[config.mk]
export PLATFORM = sky130hd
export DESIGN_NAME = simple_source_load
export DESIGN_NICKNAME = d
export VERILOG_FILES = /design/src/rtl/simple_source_load_pkg.sv /design/src/rtl/beat_unpacker.sv /design/src/rtl/simple_source_load.sv
export SDC_FILE = /design/constraint.sdc
export NUM_CORES = 2
export LEC_CHECK = 0
export CAP_MARGIN = 20
export CORE_ASPECT_RATIO = 2
export CORE_UTILIZATION = 24
export CTS_CLUSTER_SIZE = 10
export DETAILED_ROUTE_END_ITERATION = 10
export SYNTH_ARGS = -nofsm -noshare
export SYNTH_HDL_FRONTEND = slang
export SYNTH_SLANG_ARGS = --single-unit
[constraint.sdc]
create_clock -name clk -period 7.16 [get_ports clk]
set_clock_uncertainty 0.05 [all_clocks]
set_input_delay 1.432 -clock clk [delete_from_list [all_inputs] [get_ports clk]]
set_output_delay 1.432 -clock clk [all_outputs]
set_load 0.01 [all_outputs]
[src/rtl/simple_source_load_pkg.sv]
// Shared types and constants for the host-to-local source load path.
package simple_source_load_pkg;

   localparam int WORD_W            = 64;
   localparam int LANES             = 8;
   localparam int BEAT_W            = LANES * WORD_W;
   localparam int BYTES_PER_WORD    = 8;
   localparam int MAX_WORDS_NUM_DEF = 512;
   localparam int LANE_CNT_W        = 4;

   typedef enum logic [1:0] {
      IDLE,
      CMD,
      STREAM,
      DRAIN
   } state_t;

   function automatic logic [31:0] min_words(input logic [31:0] a, input logic [31:0] b);
      return (a < b) ? a : b;
   endfunction

   function automatic logic [63:0] words_to_bytes(input logic [31:0] n);
      return 64'(n) * 64'(BYTES_PER_WORD);
   endfunction

endpackage

[src/rtl/beat_unpacker.sv]
// Splits one stream beat into up to LANES words, lowest lane first, one per cycle.
module beat_unpacker
   import simple_source_load_pkg::*;
(
   input  logic                  clk,
   input  logic                  reset,
   input  logic                  load,
   input  logic [BEAT_W-1:0]     beat,
   input  logic [LANE_CNT_W-1:0] lanes,
   output logic [WORD_W-1:0]     word,
   output logic                  word_valid,
   output logic                  last_lane
);

   logic [BEAT_W-1:0]     shreg;
   logic [LANE_CNT_W-1:0] count;

   // A load may coincide with the last lane being emitted; that lane is already on word.
   always_ff @(posedge clk) begin
      if (reset) begin
         shreg <= '0;
         count <= '0;
      end else if (load) begin
         shreg <= beat;
         count <= lanes;
      end else if (count != '0) begin
         shreg <= shreg >> WORD_W;
         count <= count - LANE_CNT_W'(1);
      end
   end

   assign word       = shreg[WORD_W-1:0];
   assign word_valid = (count != '0);
   assign last_lane  = (count == LANE_CNT_W'(1));

endmodule

[src/rtl/simple_source_load.sv]
// Pulls a block of 64-bit words from host memory into local word memory, chunk by chunk.
// Optional SIMPLE_SOURCE_LOAD_CHECKSUM_EN adds an XOR checksum of all written words.
//
// state  | meaning
// IDLE   | waiting for kick
// CMD    | one-cycle read command to the host read master
// STREAM | accepting beats and writing unpacked words
// DRAIN  | chunk written, waiting for read-master completion
module simple_source_load
   import simple_source_load_pkg::*;
#(
   parameter int MAX_WORDS_NUM = MAX_WORDS_NUM_DEF
) (
   input  logic              clk,
   input  logic              reset,
   input  logic              kick,
   output logic              busy,
   input  logic [31:0]       offset,
   input  logic [31:0]       words,
   input  logic [63:0]       memory_addr,
   output logic [31:0]       addr,
   output logic [WORD_W-1:0] d,
   output logic              we,
   output logic              ctrl_start,
   input  logic              ctrl_done,
   output logic [63:0]       ctrl_addr_offset,
   output logic [63:0]       ctrl_xfer_size_in_bytes,
`ifdef SIMPLE_SOURCE_LOAD_CHECKSUM_EN
   output logic [WORD_W-1:0] checksum,
`endif
   input  logic              s_axis_tvalid,
   output logic              s_axis_tready,
   input  logic [BEAT_W-1:0] s_axis_tdata
);

   localparam logic [31:0] MAX_W = 32'(MAX_WORDS_NUM);

   state_t      state;
   logic [31:0] offset_q;
   logic [63:0] mem_q;
   logic [31:0] remaining;
   logic [31:0] consumed;
   logic [31:0] chunk;
   logic [31:0] beats_left;
   logic [31:0] words_left;
   logic        done_seen;

   logic        kick_accept;
   logic        beat_fire;
   logic        word_valid;
   logic        last_lane;
   logic [LANE_CNT_W-1:0] load_lanes;
   logic [31:0] consumed_n;
   logic [31:0] remaining_n;
   logic [31:0] chunk_n;
   logic [31:0] first_chunk;

   assign kick_accept = (state == IDLE) && kick && (words != 32'd0);
   assign first_chunk = min_words(words, MAX_W);
   assign consumed_n  = consumed + chunk;
   assign remaining_n = remaining - chunk;
   assign chunk_n     = min_words(remaining_n, MAX_W);

   // Ready while the unpacker is empty or on its last lane, so back-to-back beats give one word per cycle.
   assign s_axis_tready = (state == STREAM) && (beats_left != 32'd0) && (!word_valid || last_lane);
   assign beat_fire     = s_axis_tvalid && s_axis_tready;

   // Only the final beat of a chunk may carry fewer than LANES words.
   assign load_lanes = ((beats_left == 32'd1) && (chunk[2:0] != 3'd0)) ?
                       {1'b0, chunk[2:0]} : LANE_CNT_W'(LANES);

   beat_unpacker u_unpacker (
      .clk        (clk),
      .reset      (reset),
      .load       (beat_fire),
      .beat       (s_axis_tdata),
      .lanes      (load_lanes),
      .word       (d),
      .word_valid (word_valid),
      .last_lane  (last_lane)
   );

   assign we = word_valid;

   always_ff @(posedge clk) begin
      if (reset) begin
         state                   <= IDLE;
         busy                    <= 1'b1;
         ctrl_start              <= 1'b0;
         ctrl_addr_offset        <= '0;
         ctrl_xfer_size_in_bytes <= '0;
         addr                    <= '0;
         offset_q                <= '0;
         mem_q                   <= '0;
         remaining               <= '0;
         consumed                <= '0;
         chunk                   <= '0;
         beats_left              <= '0;
         words_left              <= '0;
         done_seen               <= 1'b0;
      end else begin
         case (state)
            IDLE: begin
               busy <= 1'b0;
               if (kick_accept) begin
                  offset_q                <= offset;
                  mem_q                   <= memory_addr;
                  remaining               <= words;
                  consumed                <= '0;
                  chunk                   <= first_chunk;
                  busy                    <= 1'b1;
                  ctrl_start              <= 1'b1;
                  ctrl_addr_offset        <= memory_addr;
                  ctrl_xfer_size_in_bytes <= words_to_bytes(first_chunk);
                  addr                    <= offset;
                  state                   <= CMD;
               end
            end
            CMD: begin
               ctrl_start <= 1'b0;
               beats_left <= (chunk + 32'd7) >> 3;
               words_left <= chunk;
               state      <= STREAM;
            end
            STREAM: begin
               if (ctrl_done)
                  done_seen <= 1'b1;
               if (beat_fire)
                  beats_left <= beats_left - 32'd1;
               if (word_valid) begin
                  words_left <= words_left - 32'd1;
                  addr       <= addr + 32'd1;
                  if (words_left == 32'd1)
                     state <= DRAIN;
               end
            end
            DRAIN: begin
               if (done_seen) begin
                  done_seen <= 1'b0;
                  consumed  <= consumed_n;
                  remaining <= remaining_n;
                  if (remaining_n == 32'd0) begin
                     busy  <= 1'b0;
                     state <= IDLE;
                  end else begin
                     chunk                   <= chunk_n;
                     ctrl_start              <= 1'b1;
                     ctrl_addr_offset        <= mem_q + words_to_bytes(consumed_n);
                     ctrl_xfer_size_in_bytes <= words_to_bytes(chunk_n);
                     addr                    <= offset_q + consumed_n;
                     state                   <= CMD;
                  end
               end else if (ctrl_done) begin
                  done_seen <= 1'b1;
               end
            end
            default: state <= IDLE;
         endcase
      end
   end

`ifdef SIMPLE_SOURCE_LOAD_CHECKSUM_EN
   always_ff @(posedge clk) begin
      if (reset || kick_accept)
         checksum <= '0;
      else if (word_valid)
         checksum <= checksum ^ d;
   end
`endif

endmodule

==> reports/summary.txt <==
Final Slew Violations: 0
power share of the combinational group: 44.9%
Syn Area/Cell: 7.61 um2
via/cell ratio: 5.19
status: finished, final reports clean
commonest non-fill, non-tap cells in the layout: nand2_1, dfxtp_1, clkdlybuf4s50_1, nor2_1, a311oi_1
Compound-Gate Fraction of Synth Area: 22.8%
vias in the first global route: 45200
antenna-violating nets left: 0
Initial Utilization: 24.2%
Sw Share: 44.9%
Final TNS setup: 0 ns
initial antenna violation count: 58
dominant synthesized flop cell: dfxtp_1
P_leak: 20.3 nW
Crit Path Class: reg -> reg
clock network power share: 23.2%
Routed WL: 219000 um
critical path's largest stage delay: 0.62 ns
M1 GR Usage: 22.2%
most common cell after layout, fill and taps aside: nand2_1
CP Launch Type: register
non-filler cells in the finished layout: 9041
RSZ-0062 raised after global routing: false
CTS H-tree lvls: 3
Post-synth ARST share: 0%
total chip power: 20.4 mW
worst path buffer plus inverter count: 1
pre-CTS WS: 1.11 ns
sw power: 9.18 mW
part of the power in registers: 31.8%
GR Util met3: 6.72%
full die area: 192000 um2
Final Critical Period: 6.20 ns
die height: 618 um
later-pin clock latency in the skew report: 0.71 ns
largest net degree at the start of global routing: 204
post-route cell area: 58500 um2
Int Power: 11.3 mW
DRT iter0 DRCs: 3828
dpl cell area: 55600 um2
FMAX: 0.161 GHz
Critical Path Slowest Stage Cell: dfxtp_1
TritonCTS clock tree: done
Clock Tree Root: clkbuf_16
Post-synth EDFFs: 0
Final HPWL DP: 163000 um
Fillers: 20100
Placed Cells: 8882
via count: 46900
number of synthesized register bits: 873
total I/O pin count: 873
CP cell instances: ha_1 -> a21o_1 -> a21oi_1 -> o211ai_1 -> a221oi_1 -> a2bb2oi_1 -> a31oi_1 -> o41ai_1 -> xnor2_1 -> ha_1 -> and4_1 -> nand3_1 -> a211oi_1 -> nor2b_1 -> buf_4 -> nor4b_1 -> xnor2_1 -> nand2_1 -> o211ai_1 -> a21oi_1
grt ovf: 0
Power Density: 350 nW/um2
post-synthesis mux area share: 1.06%
Final Core Density: 31.0%
Clock Sinks: 873
GP Congestion: 1.02
worst slew pin tran: 1.45 ns
Global Route met2 Usage: 36.2%
Core Area: 188000 um2
Global Route Usage Sum: 21.9%
hold-fix buffer count after cts: 0
post-synthesis simple-gate area fraction: 23.6%
Crit. End Element: register
worst setup margin: 0.965 ns
CTS Buffer Depth: 3
max_slew headroom: 3.30%
Hold Vio Cnt, Final: 0
global routing's busiest layer: met2
synth warn: 0
Layout area overhead: 28.2%
sequential element share of the synthesized area: 38.3%
drt pass-1 iters: 6
Post-CTS Resized: 0
Post-layout nets: 7282
wire per inst: 24.3 um
Yosys cell types: 83
clock buffer count from CTS: 100
CP Data Required Time: 7.66 ns
fin crit share: 86.5%
Max Cap Viol: 0
DIE WIDTH: 310 um
Crit path arrival time: 6.69 ns
XOR/XNOR Fraction of Synth Area: 3.86%
Setup-failing EPs final: 0
fraction of layout cells with a size suffix above 1: 3.89%
Synth Area in Adders: 4.15%
Post-Syn Area: 45600 um2
Hold Crit Class: reg -> reg
crit-path max FO: 15
number of port buffers: 840
family with the most delay on the worst path: compound AO/OA/AOI/OAI gates
peak supply drop: 0.557 mV
combinational family with the most area after synthesis: simple AND/OR/NAND/NOR gates
hold_ws: 0.407 ns
Cells after Synth: 5989
global-route wire length before repair: 308000 um
clk slew on worst S/H paths: 0.06 ns
Std-Cell Rows: 225
DR DRC count: 0
post-CTS setup buffers: 0
-- cell families (layout without fill, tap and decap cells) --
group                    count (synthesis)  count (layout)
AND/OR/NAND/NOR                       2615            2615
AO/OA/AOI/OAI                         1459            1459
flip-flops                             873             873
buffers and inverters                  643            1133
XOR/XNOR                               201             201
adder cells (fa/ha/maj)                149             149
multiplexers                            48              48
other                                    1              66
-- registers in the layout, indices dropped and copies added, names as in the netlist --
register,flops
addr,32
beats_left,32
busy,1
consumed,32
ctrl_addr_offset,64
ctrl_start,1
ctrl_xfer_size_in_bytes,32
done_seen,1
mem_q,64
offset_q,32
remaining,32
state,2
u_unpacker.count,4
u_unpacker.shreg,512
words_left,32
-- final timing paths --
kind                                                                from                           endpoint  slack (ns)  cells after the start
worst min-delay path                   u_unpacker.shreg[93]$_SDFFE_PP0P_  u_unpacker.shreg[29]$_SDFFE_PP0P_        0.41                      2
worst min register to register         u_unpacker.shreg[93]$_SDFFE_PP0P_  u_unpacker.shreg[29]$_SDFFE_PP0P_        0.41                      2
worst max-delay path            ctrl_xfer_size_in_bytes[19]$_SDFFE_PP0P_  ctrl_addr_offset[54]$_SDFFE_PP0P_        0.96                     20
worst max register to register  ctrl_xfer_size_in_bytes[19]$_SDFFE_PP0P_  ctrl_addr_offset[54]$_SDFFE_PP0P_        0.96                     20
-- worst min-delay path, cell delays in order, from the launching register on --
cell	delay (ns)
dfxtp_1	0.31
nand2_1	0.05
a311oi_1	0.07
-- layer usage --
| metal | share of wire [%] | vias to the layer above |
|---|---|---|
| met4 | 9.7 | 32 |
| met2 | 46 | 2097 |
| li1 | - | 22000 |
| met5 | 0.094 | - |
| met3 | 9.0 | 597 |
| met1 | 35 | 22200 |
-- power groups by stage --
stage	registers (mW)	logic, mW	clock network (mW)
after floorplan	6.38	5.81	0
after global routing	6.60	9.91	5.02
after detailed placement	6.58	9.06	0
final	6.51	9.18	4.75
after global placement	6.57	8.96	0
after CTS	6.49	9.09	4.86
-- layout make-up --
class	count	area [um2]	share of cell area, %
Timing Repair Buffer	926	9210	15.8
Tap cell	2497	3120	5.34
Clock buffer	112	2580	4.41
Multi-Input combinational cell	4504	25500	43.6
Antenna cell	34	85.1	0.146
Clock inverter	12	188	0.321
Inverter	83	319	0.546
Sequential cell	873	17500	29.9
-- Yosys cell counts (46+ instances only) --
master / n / area share [%]
a311oi_1: 477 / 9.2
a21oi_1: 416 / 4.6
nor3_1: 91 / 1.0
xor2_1: 51 / 0.98
xnor2_1: 150 / 2.9
buf_4: 102 / 1.7
nand2_1: 1409 / 12
mux2i_1: 46 / 1.0
nor2_1: 747 / 6.1
a22oi_1: 60 / 0.99
a21o_1: 58 / 0.95
a211oi_1: 85 / 1.4
inv_1: 81 / 0.67
o21ai_0: 133 / 1.5
nand3_1: 146 / 1.6
dfxtp_1: 873 / 38
ha_1: 145 / 4.0
clkbuf_1: 434 / 3.6
(Power assumes the default switching activity.)
